<file path="src/rtl/nt_node_pkg.sv">
// Shared defaults, lane type and saturating-increment helper for the Nt-node lane array.
package nt_node_pkg;

   localparam int unsigned WIDTH_DEF  = 8;
   localparam int unsigned CNT_W_DEF  = 8;
   localparam int unsigned THRESH_DEF = 16;

   typedef logic [WIDTH_DEF-1:0] lane_t;

   // Increments cnt but never past max.
   function automatic logic [31:0] sat_inc(input logic [31:0] cnt, input logic [31:0] max);
      return (cnt >= max) ? max : cnt + 32'd1;
   endfunction

endpackage

</file>
<file path="src/rtl/nt_node_lane_array_if.sv">
// Stimulus/result bundle of the Nt-node lane array; NT_NODE_PARITY_EN adds y_par and perr.
interface nt_node_lane_array_if #(
   parameter int unsigned WIDTH = 8,
   parameter int unsigned CNT_W = 8
);
   logic             en;
   logic             in_valid;
   logic [WIDTH-1:0] a;
   logic [WIDTH-1:0] b;
   logic [WIDTH-1:0] c;
   logic             clr;
   logic             out_valid;
   logic [WIDTH-1:0] y;
   logic [CNT_W-1:0] evt_cnt;
   logic             trig;
`ifdef NT_NODE_PARITY_EN
   logic             y_par;
   logic             perr;
`endif

   modport master (
      output en, in_valid, a, b, c, clr,
      input  out_valid, y, evt_cnt, trig
`ifdef NT_NODE_PARITY_EN
      , input y_par, perr
`endif
   );

   modport slave (
      input  en, in_valid, a, b, c, clr,
      output out_valid, y, evt_cnt, trig
`ifdef NT_NODE_PARITY_EN
      , output y_par, perr
`endif
   );
endinterface

</file>
<file path="src/rtl/nt_node_lane.sv">
// Single-lane Nt-node datapath: o = NOR(b, a) OR c, all operands aligned to two stages.
module nt_node_lane (
   input  logic clk,
   input  logic rst_n,
   input  logic en,
   input  logic a,
   input  logic b,
   input  logic c,
   output logic o_d,
   output logic o_q
);
   logic a_q, b_q, c_q;

   assign o_d = ~(b_q | a_q) | c_q;

   always_ff @(posedge clk or negedge rst_n) begin
      if (!rst_n) begin
         a_q <= 1'b0;
         b_q <= 1'b0;
         c_q <= 1'b0;
         o_q <= 1'b0;
      end else if (en) begin
         a_q <= a;
         b_q <= b;
         c_q <= c;
         o_q <= o_d;
      end
   end
endmodule

</file>
<file path="src/rtl/nt_node_lane_array.sv">
// WIDTH-lane Nt-node array with valid pipeline and sticky rare-event trigger monitor.
// Optional macro NT_NODE_PARITY_EN adds registered output parity y_par and sticky perr.
module nt_node_lane_array
   import nt_node_pkg::*;
#(
   parameter int unsigned      WIDTH    = WIDTH_DEF,
   parameter int unsigned      CNT_W    = CNT_W_DEF,
   parameter int unsigned      THRESH   = THRESH_DEF,
   parameter logic [WIDTH-1:0] EVT_MASK = '1
) (
   input logic                 I1470_clk,
   input logic                 I1477_rst,
   nt_node_lane_array_if.slave bus
);
   localparam logic [31:0] CNT_MAX = 32'((64'd1 << CNT_W) - 64'd1);

   logic             v1, v2;
   logic [WIDTH-1:0] o_d, o_q, y;
   logic [CNT_W-1:0] evt_cnt_q;
   logic             trig_q;
   logic             evt;

   for (genvar i = 0; i < WIDTH; i++) begin : g_lane
      nt_node_lane u_lane (
         .clk   (I1470_clk),
         .rst_n (I1477_rst),
         .en    (bus.en),
         .a     (bus.a[i]),
         .b     (bus.b[i]),
         .c     (bus.c[i]),
         .o_d   (o_d[i]),
         .o_q   (o_q[i])
      );
   end

   // Inverted output stage: a cleared pipeline reads as all ones.
   assign y   = ~o_q;
   assign evt = v2 && bus.en && |(y & EVT_MASK);

   always_ff @(posedge I1470_clk or negedge I1477_rst) begin
      if (!I1477_rst) begin
         v1 <= 1'b0;
         v2 <= 1'b0;
      end else if (bus.en) begin
         v1 <= bus.in_valid;
         v2 <= v1;
      end
   end

   // clr outranks a same-cycle event and works even while stalled.
   always_ff @(posedge I1470_clk or negedge I1477_rst) begin
      if (!I1477_rst) begin
         evt_cnt_q <= '0;
         trig_q    <= 1'b0;
      end else if (bus.clr) begin
         evt_cnt_q <= '0;
         trig_q    <= 1'b0;
      end else begin
         if (evt) evt_cnt_q <= CNT_W'(sat_inc(32'(evt_cnt_q), CNT_MAX));
         if (evt_cnt_q >= CNT_W'(THRESH)) trig_q <= 1'b1;
      end
   end

   assign bus.y         = y;
   assign bus.out_valid = v2;
   assign bus.evt_cnt   = evt_cnt_q;
   assign bus.trig      = trig_q;

`ifdef NT_NODE_PARITY_EN
   logic y_par_q, perr_q;

   always_ff @(posedge I1470_clk or negedge I1477_rst) begin
      if (!I1477_rst) begin
         y_par_q <= 1'(WIDTH % 2);
         perr_q  <= 1'b0;
      end else begin
         if (bus.en) y_par_q <= ^(~o_d);
         if (bus.clr) perr_q <= 1'b0;
         else if (v2 && ((^y) != y_par_q)) perr_q <= 1'b1;
      end
   end

   assign bus.y_par = y_par_q;
   assign bus.perr  = perr_q;
`endif
endmodule

</file>
<file path="src/flat_wrapper.sv">
// flat-port wrapper written by rule: the top's interface ports become plain ports
module nt_node_lane_array_flat import nt_node_pkg::*;
#(
   parameter int unsigned      WIDTH    = WIDTH_DEF,
   parameter int unsigned      CNT_W    = CNT_W_DEF,
   parameter int unsigned      THRESH   = THRESH_DEF,
   parameter logic [WIDTH-1:0] EVT_MASK = '1
)
  (I1470_clk, I1477_rst, bus_en, bus_in_valid, bus_a, bus_b, bus_c, bus_clr, bus_out_valid, bus_y, bus_evt_cnt, bus_trig);
  nt_node_lane_array_if #(.WIDTH(WIDTH), .CNT_W(CNT_W)) bus_i ();
  input logic I1470_clk;
  input logic I1477_rst;
  input wire logic [$bits(bus_i.en)-1:0] bus_en;
  input wire logic [$bits(bus_i.in_valid)-1:0] bus_in_valid;
  input wire logic [$bits(bus_i.a)-1:0] bus_a;
  input wire logic [$bits(bus_i.b)-1:0] bus_b;
  input wire logic [$bits(bus_i.c)-1:0] bus_c;
  input wire logic [$bits(bus_i.clr)-1:0] bus_clr;
  output wire logic [$bits(bus_i.out_valid)-1:0] bus_out_valid;
  output wire logic [$bits(bus_i.y)-1:0] bus_y;
  output wire logic [$bits(bus_i.evt_cnt)-1:0] bus_evt_cnt;
  output wire logic [$bits(bus_i.trig)-1:0] bus_trig;
  assign bus_i.en = bus_en;
  assign bus_i.in_valid = bus_in_valid;
  assign bus_i.a = bus_a;
  assign bus_i.b = bus_b;
  assign bus_i.c = bus_c;
  assign bus_i.clr = bus_clr;
  assign bus_out_valid = bus_i.out_valid;
  assign bus_y = bus_i.y;
  assign bus_evt_cnt = bus_i.evt_cnt;
  assign bus_trig = bus_i.trig;
  nt_node_lane_array #(.WIDTH(WIDTH), .CNT_W(CNT_W), .THRESH(THRESH), .EVT_MASK(EVT_MASK)) u_core (.I1470_clk(I1470_clk), .I1477_rst(I1477_rst), .bus(bus_i));
endmodule
</file>
<file path="config.mk">
export PLATFORM = sky130hd
export DESIGN_NAME = nt_node_lane_array_flat
export DESIGN_NICKNAME = d
export VERILOG_FILES = /design/src/rtl/nt_node_pkg.sv /design/src/rtl/nt_node_lane_array_if.sv /design/src/rtl/nt_node_lane.sv /design/src/rtl/nt_node_lane_array.sv /design/src/flat_wrapper.sv
export SDC_FILE = /design/constraint.sdc
export NUM_CORES = 1
export LEC_CHECK = 0
export CAP_MARGIN = 30
export CORE_UTILIZATION = 28
export DETAILED_ROUTE_END_ITERATION = 12
export SLEW_MARGIN = 20
export SYNTH_ARGS = -nofsm -noshare
export SYNTH_HDL_FRONTEND = slang
export SYNTH_SLANG_ARGS = --single-unit
</file>
<file path="constraint.sdc">
create_clock -name I1470_clk -period 3.62 [get_ports I1470_clk]
set_input_delay 0.724 -clock I1470_clk [delete_from_list [all_inputs] [get_ports I1470_clk]]
set_output_delay 0.724 -clock I1470_clk [all_outputs]
set_load 0.02 [all_outputs]
</file>
**Word level (Yosys, flattened, before mapping)**

Cells that the tools add are included.

- Bits in registers: 43
- Bits of input ports: 29
- Output and inout bits: 18
- Word-level logic and storage cells: 74

- Add/subtract/negate cells: 1
- Order comparisons: 2
- Mux-type cells: 5
- Bitwise gates (word level): 25
- Reduce and logical (&&, ||, !) cells: 5

Operators by type and width:

| operator | count |
|---|---|
| $mux 8 | 3 |
| $or 1x1->1 | 16 |
| $add 8x1->8 const B | 1 |
| $ge 8x5->1 const B | 1 |
| $ge 8x8->1 const B | 1 |
| $not 1->1 | 8 |
| $not 8->8 | 1 |
| $reduce_or 8->1 | 1 |
| $reduce_bool 2->1 | 2 |
| $logic_and 1x1->1 | 2 |
| $mux 1 | 2 |

**Longest topological paths before layout**

- Depth after elaboration: 5
- Gate-level depth with buffers: 6
- Depth with buffers taken out: 5

**Cells and area by module**

A second synthesis with hierarchy kept.

- Cells, all modules: 134
- Area total of the unflattened synthesis: 1943.1 µm²

By module, submodules not included:

| module | instances | cells an instance | area each (µm²) | sequential area each (µm²) |
|---|---|---|---|---|
| nt_node_lane | 8 | 9 | 167.7 | 100.1 |
| nt_node_lane_array | 1 | 62 | 601.8 | 275.3 |

**Worst setup path before layout**

No wires, ideal clock.

- Kind: input-to-reg
- Start: in bus_en
- End: reg u_core.evt_cnt_q[3] (netlist: u_core.bus.evt_cnt[3])
- Setup time: 0.104 ns
- Arrival: 1.498 ns
- Data required time: 3.516 ns
- Setup slack: 2.018 ns
- Stages on the path: 5
- Buffers on the path: 2
- Path through: buf_4 o211a_1 buf_6 o21ai_1 a221oi_1

- Cells in the longest elaborated chain, start to end: 3

Ends and longest elaborated chain:

| item | line | RTL |
|---|---|---|
| start, declared | flat_wrapper.sv:13 | `input wire logic [$bits(bus_i.en)-1:0] bus_en;` |
| $logic_and 1x1->1 (2 in a row) | nt_node_lane_array.sv:38 | `assign evt = v2 && bus.en && \|(y & EVT_MASK);` |
| $reduce_bool 2->1 (no line) | n/a |  |
| end signal, assigned | nt_node_lane_array.sv:59 | `if (evt) evt_cnt_q <= CNT_W'(sat_inc(32'(evt_cnt_q), CNT_MAX));` |
| end, declared | nt_node_lane_array.sv:19 | `logic [CNT_W-1:0] evt_cnt_q;` |

Every way passes these cells.
A chain may end at the register's enable or synchronous reset.

**Final worst setup path**

- Start: reg u_core.evt_cnt_q[1] (netlist: u_core.bus.evt_cnt[1])
- End: out bus_evt_cnt[1]

RTL lines:

| item | line | RTL |
|---|---|---|
| end, declared | flat_wrapper.sv:21 | `output wire logic [$bits(bus_i.evt_cnt)-1:0] bus_evt_cnt;` |

No word-level cell between the ends.

==> load_flow_metrics.sql <==
INSERT INTO impl_metrics (metric_group, metric, value, unit) VALUES
('clock_network', 'cts_num_sinks', '43', ''),
('synth', 'ys.warnings.count', '0', ''),
('routing', 'routed_wirelength', '3593', 'um'),
('sta', 'fin_tns_setup', '0', 'ps'),
('global_routing', 'antenna_found_initial', '0', ''),
('clock_network', 'cts_setup_buffers', '0', ''),
('global_routing', 'grt_util_all_layers', '11.32', '%'),
('run_status', 'status', 'completed', ''),
('routing', 'number_of_vias_after_detailed_routing', '1295', ''),
('synth', 'postSynthCellCount', '153', ''),
('floorplan', 'initial_utilization', '29.31', '%'),
('sta', 'timing.final.crit_share', '60.28', '%'),
('synth', 'post_synth_instance_area', '1872', 'um2'),
('synth', 'number_of_enable_flip_flop_cells_after_synthesis', '0', ''),
('clock_network', 'cts_hold_buf', '0', ''),
('floorplan', 'die_h', '83.76', 'um'),
('floorplan', 'num_rows', '29', ''),
('worst_setup_path', 'cp_num_buf_inv', '1', ''),
('worst_setup_path', 'critical-path-slowest-cell', 'sky130_fd_sc_hd__clkdlybuf4s50_1', ''),
('worst_setup_path', 'critical_path_arrival', '1460', 'ps'),
('clock_network', 'ctsResizeCount', '0', ''),
('layout', 'layout.cells.non_filler', '278', ''),
('layout', 'most-common-layout-cells', 'sky130_fd_sc_hd__clkdlybuf4s50_1, sky130_fd_sc_hd__dfrtp_1, sky130_fd_sc_hd__mux2_2, sky130_fd_sc_hd__o21ai_0, sky130_fd_sc_hd__nor2_1', ''),
('worst_setup_path', 'worst_path_dominant_cell_family', 'buffers and inverters', ''),
('sta', 'fmaxAchievable', '0.4583', 'GHz'),
('placement', 'io_buffers', '46', ''),
('sta', 'slew_headroom', '62.65', '%'),
('floorplan', 'num_io_pins', '47', ''),
('sta', 'tightestPinTransition', '560.3', 'ps'),
('routing', 'postRouteAntennaNets', '0', ''),
('global_routing', 'first_pass_grt_wire_length', '6272', 'um'),
('clock_network', 'maximum_level_of_the_cts_h_tree', '2', ''),
('placement', 'gp_congestion', '0.7138', ''),
('synth', 'synth-seq-cells', '43', ''),
('worst_setup_path', 'cp_required', '2900', 'ps'),
('routing', 'routed_via_density', '4.658', ''),
('layout', 'stdcell_area', '2502', 'um2'),
('layout', 'layout-area-overhead-vs-synth', '33.69', '%'),
('routing', 'wl_per_cell', '12.92', 'um'),
('synth', 'yosys-top-cells-area', 'sky130_fd_sc_hd__dfrtp_1, sky130_fd_sc_hd__mux2_2, sky130_fd_sc_hd__o21ai_0, sky130_fd_sc_hd__nor2_1, sky130_fd_sc_hd__inv_1', ''),
('placement', 'dp_hpwl', '2575', 'um'),
('synth', 'synth_area_per_cell', '12.23', 'um2'),
('layout', 'mostFrequentLayoutCell', 'sky130_fd_sc_hd__clkdlybuf4s50_1', ''),
('global_routing', 'overflow', '0', ''),
('global_routing', 'first_global_vias', '1398', ''),
('worst_hold_path', 'timing.hold.worst.class', 'primary input to async pin', ''),
('floorplan', 'placeableCoreArea', '6386', 'um2'),
('worst_setup_path', 'rrSetupSlack', '1940', 'ps'),
('flow_run', 'cap_violations', '0', ''),
('layout', 'layout.core_utilization', '39.18', '%'),
('synth', 'yosysSeqAreaShare', '57.49', '%'),
('sta', 'setup_viol_count_final', '0', ''),
('synth', 'synth_top_area_share', '57.49', '%'),
('synth', 'yosysTopAreaCell', 'sky130_fd_sc_hd__dfrtp_1', ''),
('routing', 'drt_first_pass_iters', '4', ''),
('clock_network', 'clk_transition_reported_paths', '90', 'ps'),
('pwr', 'pwr_density_cell', '410.3', 'nW/um2'),
('worst_setup_path', 'timing.critical_path.to_type', 'output pin', ''),
('worst_setup_path', 'max_stage_delay', '660', 'ps'),
('synth', 'synthesis.nets', '184', ''),
('pwr', 'peakVddDrop', '229.3', 'uV'),
('pwr', 'p_leak', '1.004', 'nW'),
('sta', 'slew_viol_final', '0', ''),
('routing', 'drc', '0', ''),
('sta', 'final_hold_viol_count', '0', ''),
('placement', 'post-place-cells', '270', ''),
('placement', 'post_dp_cell_area', '2414', 'um2'),
('floorplan', 'dieArea', '7016', 'um2'),
('worst_setup_path', 'critical_path.startpoint_type', 'flip-flop', ''),
('layout', 'drive_gt1_share', '21.39', '%'),
('layout', 'final_nets', '231', '');
## area by class of cell
cell class / instances / area, um2
Multi-Input combinational cell: 91 / 709.4
Timing Repair Buffer: 48 / 490.5
Clock inverter: 3 / 20.02
Clock buffer: 5 / 68.82
Tap cell: 77 / 96.34
Sequential cell: 43 / 1076
Inverter: 11 / 41.29
Fill cell: 614 / 3884
## Yosys cell counts, types with 3 or more instances
library cell / number
sky130_fd_sc_hd__mux2_2: 26
sky130_fd_sc_hd__o21ai_0: 16
sky130_fd_sc_hd__a211oi_1: 3
sky130_fd_sc_hd__clkbuf_1: 3
sky130_fd_sc_hd__dfrtp_1: 43
sky130_fd_sc_hd__nor3_1: 5
sky130_fd_sc_hd__nor3b_1: 3
sky130_fd_sc_hd__nand4_1: 3
sky130_fd_sc_hd__nor2_1: 12
sky130_fd_sc_hd__nand2_1: 3
sky130_fd_sc_hd__inv_1: 11
sky130_fd_sc_hd__a41oi_1: 3
## where the power goes
group	internal, mW	switching (mW)	total, mW
clock network	0.134	0.169	0.303
registers	0.524	0.0262	0.550
logic	0.0952	0.0785	0.174
## sequential cells by signal, summed over array words and instances (netlist names)
name and flops:
u_core.g_lane.u_lane.c_q 8, u_core.g_lane.u_lane.a_q 8, u_core.bus.evt_cnt 8, u_core.bus.out_valid 1, u_core.g_lane.u_lane.o_q 8, u_core.bus.trig 1, u_core.g_lane.u_lane.b_q 8, u_core.v1 1
## logic make-up (layout without fill, tap and decap cells)
family	after synthesis	after routing	synth area share (%)
mux	26	26	15.64
flops	43	43	57.49
buf+inv	19	67	4.612
fa+ha+maj	2	2	1.337
simple gates	33	33	10.09
compound gates	30	30	10.83
## layer usage
metal | track usage, % | part of all wire [%] | up-vias
met4 | 5.547 | 1.5 | 0
met5 | 0 | 0 | -
met2 | 18.70 | 46 | 34
li1 | - | - | 642
met3 | 3.956 | 6.8 | 7
met1 | 13.02 | 45 | 612
## metrics by stage
stage          total power, mW  setup slack, ps
2_1_floorplan           0.6457             2018
3_3_place_gp            0.7300             1422
3_5_place_dp            0.7367             1382
4_1_cts                  1.045             1417
5_1_grt                  1.085             1379
6_report                 1.027             1438
## path summary, 6_finish.rpt
| path | cells after the start | to | startpoint |
|---|---|---|---|
| worst max-delay path | 1 | bus_evt_cnt[1] | u_core.bus.evt_cnt[1] |
| min in group I1470_clk | 1 | u_core.g_lane[3].u_lane.c_q | u_core.g_lane[3].u_lane.c_q |
| worst min-delay path | 1 | u_core.g_lane[4].u_lane.a_q | I1477_rst |
| max in group asynchronous | 2 | u_core.g_lane[0].u_lane.o_q | I1477_rst |
| worst max register to register | 5 | u_core.bus.evt_cnt[3] | u_core.bus.evt_cnt[1] |
| worst min register to register | 1 | u_core.g_lane[3].u_lane.c_q | u_core.g_lane[3].u_lane.c_q |
No activity file was read; power rests on OpenSTA's default activity.
